$ cat src/rtl/relu_pool_stream.sv
`default_nettype none
// ============================================================================
// Module   : relu_pool_stream
// Purpose  : Streaming 2x2 / stride-2 max-pool stage with optional fused ReLU.
//            Accepts one pixel per beat (D signed channels packed) in raster
//            order and emits one pooled pixel per 2x2 window. o_last marks
//            the final pooled pixel of each frame.
// Ports    : clk      - clock, rising edge
//            resetn   - asynchronous active-low reset
//            i_valid  - input beat valid
//            o_ready  - block can accept an input beat
//            i_data   - input pixel, channel k at [k*DATA_WIDTH +: DATA_WIDTH]
//            o_valid  - pooled output beat valid
//            i_ready  - downstream accepts output beat
//            o_data   - pooled pixel, same packing as i_data
//            o_last   - final pooled pixel of the frame
// Config   : define RELU_FUSE_EN to clamp negative outputs to zero.
// Revision : 1.0 - initial release
// ============================================================================
module relu_pool_stream #(
  parameter int H          = 24,
  parameter int W          = 24,
  parameter int D          = 6,
  parameter int DATA_WIDTH = 8
) (
  input  logic                       clk,
  input  logic                       resetn,
  input  logic                       i_valid,
  output logic                       o_ready,
  input  logic [D*DATA_WIDTH-1:0]    i_data,
  output logic                       o_valid,
  input  logic                       i_ready,
  output logic [D*DATA_WIDTH-1:0]    o_data,
  output logic                       o_last
);

  localparam int c_PIX_W    = D * DATA_WIDTH;
  localparam int c_COL_W    = (W > 1) ? $clog2(W) : 1;
  localparam int c_ROW_W    = (H > 1) ? $clog2(H) : 1;
  // Line buffer is rounded up to a power of two so the index never needs
  // a width adjustment; the extra entries are simply never addressed.
  localparam int c_LB_AW    = (W / 2 > 1) ? $clog2(W / 2) : 1;
  localparam int c_LB_DEPTH = 1 << c_LB_AW;

  logic [c_COL_W-1:0] r_col;
  logic [c_ROW_W-1:0] r_row;
  logic [c_PIX_W-1:0] r_h;
  logic [c_PIX_W-1:0] r_lb [c_LB_DEPTH];
  logic               r_valid;
  logic [c_PIX_W-1:0] r_data;
  logic               r_last;

  logic               w_accept;
  logic               w_col_last;
  logic               w_row_last;
  logic               w_col_odd;
  logic               w_row_odd;
  logic               w_load;
  logic [c_LB_AW-1:0] w_lb_idx;
  logic [c_PIX_W-1:0] w_lb_rd;
  logic [c_PIX_W-1:0] w_hmax;
  logic [c_PIX_W-1:0] w_res;

  // Ready depends only on the output register: it can take a beat whenever
  // the register is empty or is being drained this cycle.
  assign o_ready    = !r_valid || i_ready;
  assign w_accept   = i_valid && o_ready;
  assign w_col_last = (r_col == c_COL_W'(W - 1));
  assign w_row_last = (r_row == c_ROW_W'(H - 1));
  assign w_col_odd  = r_col[0];
  assign w_row_odd  = r_row[0];
  assign w_load     = w_accept && w_col_odd && w_row_odd;
  assign w_lb_idx   = c_LB_AW'(r_col >> 1);
  assign w_lb_rd    = r_lb[w_lb_idx];

  // Per-channel signed compare tree: horizontal max of the held even-column
  // pixel and the current pixel, then vertical max against the line buffer.
  for (genvar k = 0; k < D; k++) begin : g_ch
    logic signed [DATA_WIDTH-1:0] w_px;
    logic signed [DATA_WIDTH-1:0] w_hd;
    logic signed [DATA_WIDTH-1:0] w_lbv;
    logic signed [DATA_WIDTH-1:0] w_hm;
    logic signed [DATA_WIDTH-1:0] w_mx;

    assign w_px  = i_data[k*DATA_WIDTH +: DATA_WIDTH];
    assign w_hd  = r_h[k*DATA_WIDTH +: DATA_WIDTH];
    assign w_lbv = w_lb_rd[k*DATA_WIDTH +: DATA_WIDTH];
    assign w_hm  = (w_px > w_hd) ? w_px : w_hd;
    assign w_mx  = (w_lbv > w_hm) ? w_lbv : w_hm;

    assign w_hmax[k*DATA_WIDTH +: DATA_WIDTH] = w_hm;
`ifdef RELU_FUSE_EN
    assign w_res[k*DATA_WIDTH +: DATA_WIDTH] = w_mx[DATA_WIDTH-1] ? '0 : w_mx;
`else
    assign w_res[k*DATA_WIDTH +: DATA_WIDTH] = w_mx;
`endif
  end

  // Position counters and output register.
  always_ff @(posedge clk or negedge resetn) begin
    if (!resetn) begin
      r_col   <= '0;
      r_row   <= '0;
      r_valid <= 1'b0;
      r_data  <= '0;
      r_last  <= 1'b0;
    end else begin
      if (w_accept) begin
        if (w_col_last) begin
          r_col <= '0;
          r_row <= w_row_last ? '0 : r_row + 1'b1;
        end else begin
          r_col <= r_col + 1'b1;
        end
      end

      // A load takes priority over a drain so back-to-back results never
      // create a bubble in o_valid.
      if (w_load) begin
        r_valid <= 1'b1;
        r_data  <= w_res;
        r_last  <= w_row_last && w_col_last;
      end else if (r_valid && i_ready) begin
        r_valid <= 1'b0;
      end
    end
  end

  // Datapath storage is not reset: every entry is written earlier in the
  // frame than it is read, so stale contents are never observed.
  always_ff @(posedge clk) begin
    if (w_accept) begin
      if (!w_col_odd) begin
        r_h <= i_data;
      end else if (!w_row_odd) begin
        r_lb[w_lb_idx] <= w_hmax;
      end
    end
  end

  assign o_valid = r_valid;
  assign o_data  = r_data;
  assign o_last  = r_last;

endmodule
`default_nettype wire

$ cat config.mk
export PLATFORM = sky130hd
export DESIGN_NAME = relu_pool_stream
export DESIGN_NICKNAME = d
export VERILOG_FILES = /design/src/rtl/relu_pool_stream.sv
export SDC_FILE = /design/constraint.sdc
export NUM_CORES = 1
export LEC_CHECK = 0
export ABC_AREA = 1
export BUFFER_PORTS_ARGS = -buffer_cell sky130_fd_sc_hd__buf_2
export CORE_ASPECT_RATIO = 0.6
export CORE_MARGIN = 3
export CORE_UTILIZATION = 57
export CTS_CLUSTER_DIAMETER = 120
export DETAILED_ROUTE_END_ITERATION = 16
export PLACE_DENSITY = 0.77
export SYNTH_ARGS = -nofsm -noshare
export SYNTH_HDL_FRONTEND = slang
export SYNTH_SLANG_ARGS = --single-unit
$ cat constraint.sdc
create_clock -name clk -period 5.9 [get_ports clk]
set_input_delay 0.59 -clock clk [delete_from_list [all_inputs] [get_ports clk]]
set_output_delay 0.59 -clock clk [all_outputs]
set_load 0.02 [all_outputs]
==> results.md, run 1 <==
* Inserted Clock Buffers at 81
* Die Y at 211 um
* Synth top area share at 61.4%
* Synth top area cells: edfxtp_1, nand2_1, dfrtp_1
* Mapped Area at 39900 um^2
* Period utilisation layout at 76.0%
* Final Util at 64.0%
* Worst Tran Pin Value at 1.09 ns
* Power, Total at 22.5 mW
* Final instance area at 43900 um^2
* HP Class: in2reg
* Worst Setup End Kind: flip-flop
* Mean Syn Cell Area at 9.73 um^2
* Max clock buf depth at 3
* RSZ-0062 raised after global routing: false
* Final hold vios at 0
* Comb power frac at 40.1%
* Vias at 28.3k
* Final Skew at 0.0141 ns
* Initial DRT Pass Iterations at 6
* Area leader, netlist: edfxtp_1
* Sw Share at 40.5%
* WS Path Type: reg2reg
* Die footprint at 73400 um^2
* Switch Pwr at 9.13 mW
* Status: finished, final reports clean
* Sink Count at 876
* Final Max Tran Viols at 0
* Setup_tns at 0 ns
* Peak VDD IR at 0.413 mV
* Via density at 5.49
* FMAX at 223 MHz
* Share of layout cells above drive strength 1 at 7.96%
* Leakage at 19.7 nW
* Post-DP HPWL at 52.0 mm
* Post-Syn Instances at 4105
* Area Overhead vs Synth at 10.0%
* Period minus WS final at 4.48 ns
* Routed WL at 97.6 mm
* Critical Path AT at 5.02 ns
* Area after DPL at 41200 um^2
* Starting density of the core at 58.1%
* Most frequent cells in the layout: nand2_1, edfxtp_1, inv_1
* Starting DRC count in detailed routing at 3321
* CTS tree: built
* CTS H-Tree Depth at 3
* Synthesized Nets at 4255
* Worst skew pair latency at 0.64 ns
* CP Launch Type: flip-flop
* PwrDens at 513 nW/um^2
* Register area share after synthesis at 65.1%
* Buffers on Ports at 102
* ANT cells at 0
* Number of library cell types mapped by synthesis at 30
* Largest net degree at the start of global routing at 195
* Post-CTS Repair Setup Buffers at 0
* Critical path fanouts, max at 194
* Cell Int Power at 13.4 mW
* First-pass GRT wire length at 151 mm
* Most common cell after layout, fill and taps aside: nand2_1
* Worst-path clk slew at 0.07 ns
* Reg power frac at 36.1%
* DRC errors left at 0
* Critical Path RT at 6.43 ns
* Overall global routing resource usage at 26.8%
* Hold_ws at 0.162 ns
* Clock Tree Root: clkbuf_16
* Core area at 68700 um^2
* Ys Warns at 0
* Width of the die at 348 um
* Io pins at 103
* Synth Register Bits at 876
* Fin nets at 4333
* WL per Instance at 18.9 um
* Initial antenna violation count at 1
* Slew HR at 26.8%
* Remaining Overflow, GRT at 0
* Clock share of power at 23.8%
* Vias in the first global route at 26.6k
* Final setup violation count at 0
* Max-Cap Viols at 0
* Row count at 74
* Final antenna-violating net count at 0
* Routability cong. at 0.842
## through the flow
stage          setup WS [ns]  std cells
2_1_floorplan          0.817       4105
3_3_place_gp            1.55       5011
3_5_place_dp            1.44       5011
4_1_cts                 1.42       5159
5_1_grt                0.904       5159
6_report                1.42       5159
## cells in the mapped netlist
library cell  number
a21boi_4           1
a21o_1             4
a21oi_1           33
buf_1              8
buf_2             91
buf_4              2
buf_6             37
clkbuf_1          18
dfrtp_1           60
edfxtp_1         816
ha_1              98
inv_1            236
inv_2             11
inv_4              2
nand2_1         2345
nand2_2            9
nand3_1          133
nand3_2            4
nand4_1           61
nor2_1            94
nor2_2             8
nor2_4             2
nor2b_1            5
nor3_1             8
nor4_1             2
o21ai_0            5
o21bai_1           2
o31ai_1            1
or2_2              5
xor2_1             4
## critical path: stages, from the launching register on
cell,delay (ns)
dfrtp_4,0.73
buf_12,0.67
buf_4,0.76
nand2_1,0.12
nand2_1,0.10
nand2_1,0.05
nand2_1,0.11
nand2_1,0.05
nand2_1,0.09
nor2_1,0.06
inv_1,0.05
ha_1,0.16
nand2_1,0.08
nor2_1,0.16
nand4_1,0.36
nand2_1,0.43
nand3_1,0.12
nand2_1,0.08
nand2_1,0.05
## logic make-up after synthesis
logic type	count (synthesis)	synth area share [%]
simple gates	2676	26.3
compound gates	46	0.655
xor+xnor	4	0.0877
flops	876	65.1
buf+inv	405	4.82
fa+ha+maj	98	3.07
## power by group through the flow
stage          clock network, mW  registers, mW  logic (mW)
3_5_place_dp                   0           8.25        8.89
4_1_cts                     5.42           8.12        8.97
3_3_place_gp                   0           8.24        8.67
2_1_floorplan                  0           8.29        6.53
5_1_grt                     5.68           8.17        10.2
6_report                    5.36           8.13        9.05
## layer usage
layer	global-route usage [%]	up-vias	part of all wire, %
li1	-	13435	-
met1	39.4	13349	43
met2	42.1	1333	45
met3	3.80	194	9.1
met4	7.72	0	2.5
met5	0	-	0
## repair_timing
item | CTS | global route
hold buffers | 1 | 0
hold endpoints to repair | 27 | 0
gates resized for setup | 0 | 0
## registers in the layout, summed over array words and instances (netlist names)
signal   count
o_valid      1
r_col        5
r_row        5
o_last       1
r_lb       768
r_h         48
o_data      48
## path summary, 6_finish.rpt
path / from / to / slack (ns) / cells past startpoint
setup / recovery: r_col[1]$_DFFE_PN0P_ / o_data[24]$_DFFE_PN0P_ / 1.42 / 18
hold / removal: i_data[16] / r_h[16]$_DFFE_PP_ / 0.16 / 1
setup reg to reg: r_col[1]$_DFFE_PN0P_ / o_data[24]$_DFFE_PN0P_ / 1.42 / 18
hold reg to reg: o_data[43]$_DFFE_PN0P_ / o_data[43]$_DFFE_PN0P_ / 0.47 / 2
max in group asynchronous: resetn / r_col[2]$_DFFE_PN0P_ / 4.43 / 3
min in group asynchronous: resetn / o_data[39]$_DFFE_PN0P_ / 0.49 / 2
## layout make-up
class | count | area, um^2
sequential | 876 | 26000
timing repair buffer | 151 | 983
inverter | 249 | 952
fill | 5343 | 24800
clock inverter | 48 | 464
clock buffer | 99 | 2230
multi-input combinational | 2824 | 12200
tap | 912 | 1140
(Power assumes the default switching activity.)
==> run 2, diff against run 1 <==
clock period = 3.66 ns   (was 5.9 ns; I/O delays follow)
==> results.md, run 2 (synthesis gave the netlist of run 1 again) <==
* Cell mode on critical path: nand2_1
* Worst skew pair latency at 0.63 ns
* Critical Path AT at 3.85 ns
* Power, Total at 36.8 mW
* Comb power frac at 42.6%
* Switch Pwr at 14.8 mW
* Most frequent cells in the layout: nand2_1, edfxtp_1, inv_1
* ANT cells at 0
* Fin nets at 4481
* Width of the die at 348 um
* Core area at 68700 um^2
* Post-route worst setup slack at 0.321 ns
* Slew HR at 30.9%
* CP Launch Type: flip-flop
* Crit path cell chain: buf_12 > nand2_1 > inv_1 > buf_12 > nand2_1 > nand3_1 > nand2_1 > nand2_1 > inv_1 > nand2_2 > ha_1 > nand2_1 > nor2_1 > nand2_1 > nor3_1 > a21oi_1 > nand2_2 > nor2_1 > nor2_1 > nand2_1 > nand2_1
* Area after DPL at 42100 um^2
* Worst Hold End: r_col[0]$_DFFE_PN0P_
* Worst-path clk slew at 0.07 ns
* Cell Int Power at 21.9 mW
* Buffers on Ports at 102
* Worst Setup End Kind: flip-flop
* Clock Tree Root: clkbuf_16
* Hold_ws at 0.149 ns
* HP Start: i_valid
* Overall global routing resource usage at 26.8%
* Row count at 74
* FMAX at 300 MHz
* Leakage at 20.4 nW
* Most common cell after layout, fill and taps aside: nand2_1
* Final instance area at 45100 um^2
* Share of layout cells above drive strength 1 at 9.79%
* Largest net degree at the start of global routing at 121
* Die Y at 211 um
* Placed Cells at 5113
* Register area at 26000 um^2
* DRC errors left at 0
* Final Skew at 0.0193 ns
* Fill count at 5186
* Final setup violation count at 0
* Routed WL at 98.0 mm
* Crit Reg-Reg Startpoint: r_col[1]$_DFFE_PN0P_
* Most flops, register: r_lb
* Final hold vios at 0
* Sw Share at 40.3%
* WS Path Type: reg2reg
* Critical path fanouts, max at 75
* Initial antenna violation count at 0
* Vias in the first global route at 27.5k
* Period minus WS final at 3.34 ns
* R2R Path End: o_data[5]$_DFFE_PN0P_
* Die footprint at 73400 um^2
* Multi-input gate area at 12200 um^2
* Flop2flop setup slack at 0.32 ns
* Period utilisation layout at 91.2%
* Initial DRT Pass Iterations at 7
* Place WS at 0.0502 ns
* Sink Count at 876
* Io pins at 103
* Final Max Tran Viols at 0
* Finished Layout Cells at 5302
* Vias at 28.8k
* CTS tree: built
* Area Overhead vs Synth at 13.0%
* WL per Instance at 18.5 um
* Worst Tran Pin Value at 1.04 ns
* Starting DRC count in detailed routing at 3253
* Setup_tns at 0 ns
* Max clock buf depth at 3
* PwrDens at 815 nW/um^2
* Inserted Clock Buffers at 78
* RSZ-0062 raised after global routing: false
* Critical Path RT at 4.17 ns
* HP Class: in2reg
* CTS H-Tree Depth at 3
* Worst path max stage delay at 0.50 ns
* R2R cell count at 21
* Max-Cap Viols at 0
* Slowest cell on crit path: dfrtp_4
* Reg power frac at 35.2%
* Starting density of the core at 58.1%
* Final antenna-violating net count at 0
* Clock share of power at 22.2%
* Hold depth at 4
* Routability cong. at 0.854
* Final Util at 65.7%
* Post-DP HPWL at 56.3 mm
* Remaining Overflow, GRT at 0
* First-pass GRT wire length at 153 mm
* Status: finished, final reports clean
* Peak VDD IR at 0.748 mV
* Max reg flops at 768
* Via density at 5.43
==> run 2: cell type report <==
| type | count | area share (%) |
|---|---|---|
| clock inverter | 40 | 0.915 |
| sequential | 876 | 57.6 |
| tap | 912 | 2.53 |
| inverter | 249 | 2.11 |
| timing repair buffer | 302 | 5.27 |
| multi-input combinational | 2824 | 27.0 |
| clock buffer | 99 | 4.57 |
==> run 2: power by group through the flow <==
stage               registers [mW]  clock network, mW  logic (mW)
finish                        12.9               8.15        15.7
global placement              13.1                  0        15.0
detailed placement            13.1                  0        15.4
CTS                           12.9               8.24        15.6
floorplan                     13.4                  0        10.5
global route                  13.0               8.64        17.6
==> run 2: worst max path at each step <==
stage	from	end	slack, ns
after floorplan	o_valid$_DFFE_PN0P_	r_lb[1][0]$_DFFE_PP_	-1.33
final	r_col[1]$_DFFE_PN0P_	o_data[5]$_DFFE_PN0P_	0.32
after global routing	r_col[1]$_DFFE_PN0P_	o_data[7]$_DFFE_PN0P_	0.009
after CTS	r_h[7]$_DFFE_PP_	o_data[7]$_DFFE_PN0P_	0.13
after global placement	i_data[7]	o_data[2]$_DFFE_PN0P_	0.19
after detailed placement	i_data[7]	o_data[5]$_DFFE_PN0P_	0.05
==> run 2: what timing repair did <==
item	in CTS	in global routing
hold buffers	50	0
resized for setup	0	5
endpoints found under the hold margin	109	0
buffers inserted	0	0
endpoints found under the setup margin	0	22
==> run 2: metal layers <==
metal / vias to the layer above / GRT usage (%) / part of all wire, %
met2: 1305 / 41.8 / 45
met1: 13578 / 39.8 / 43
met4: 0 / 7.30 / 2.2
li1: 13737 / - / -
met3: 165 / 4.23 / 9.4
met5: - / 0 / 0
==> run 2: critical path: cells and delay by family, from the launching register on <==
family | cells | cell delay (ns)
flip-flops | 1 | 0.50
AND/OR/NAND/NOR | 15 | 1.48
buffers and inverters | 4 | 0.74
AO/OA/AOI/OAI | 1 | 0.16
adder cells (fa/ha/maj) | 1 | 0.26
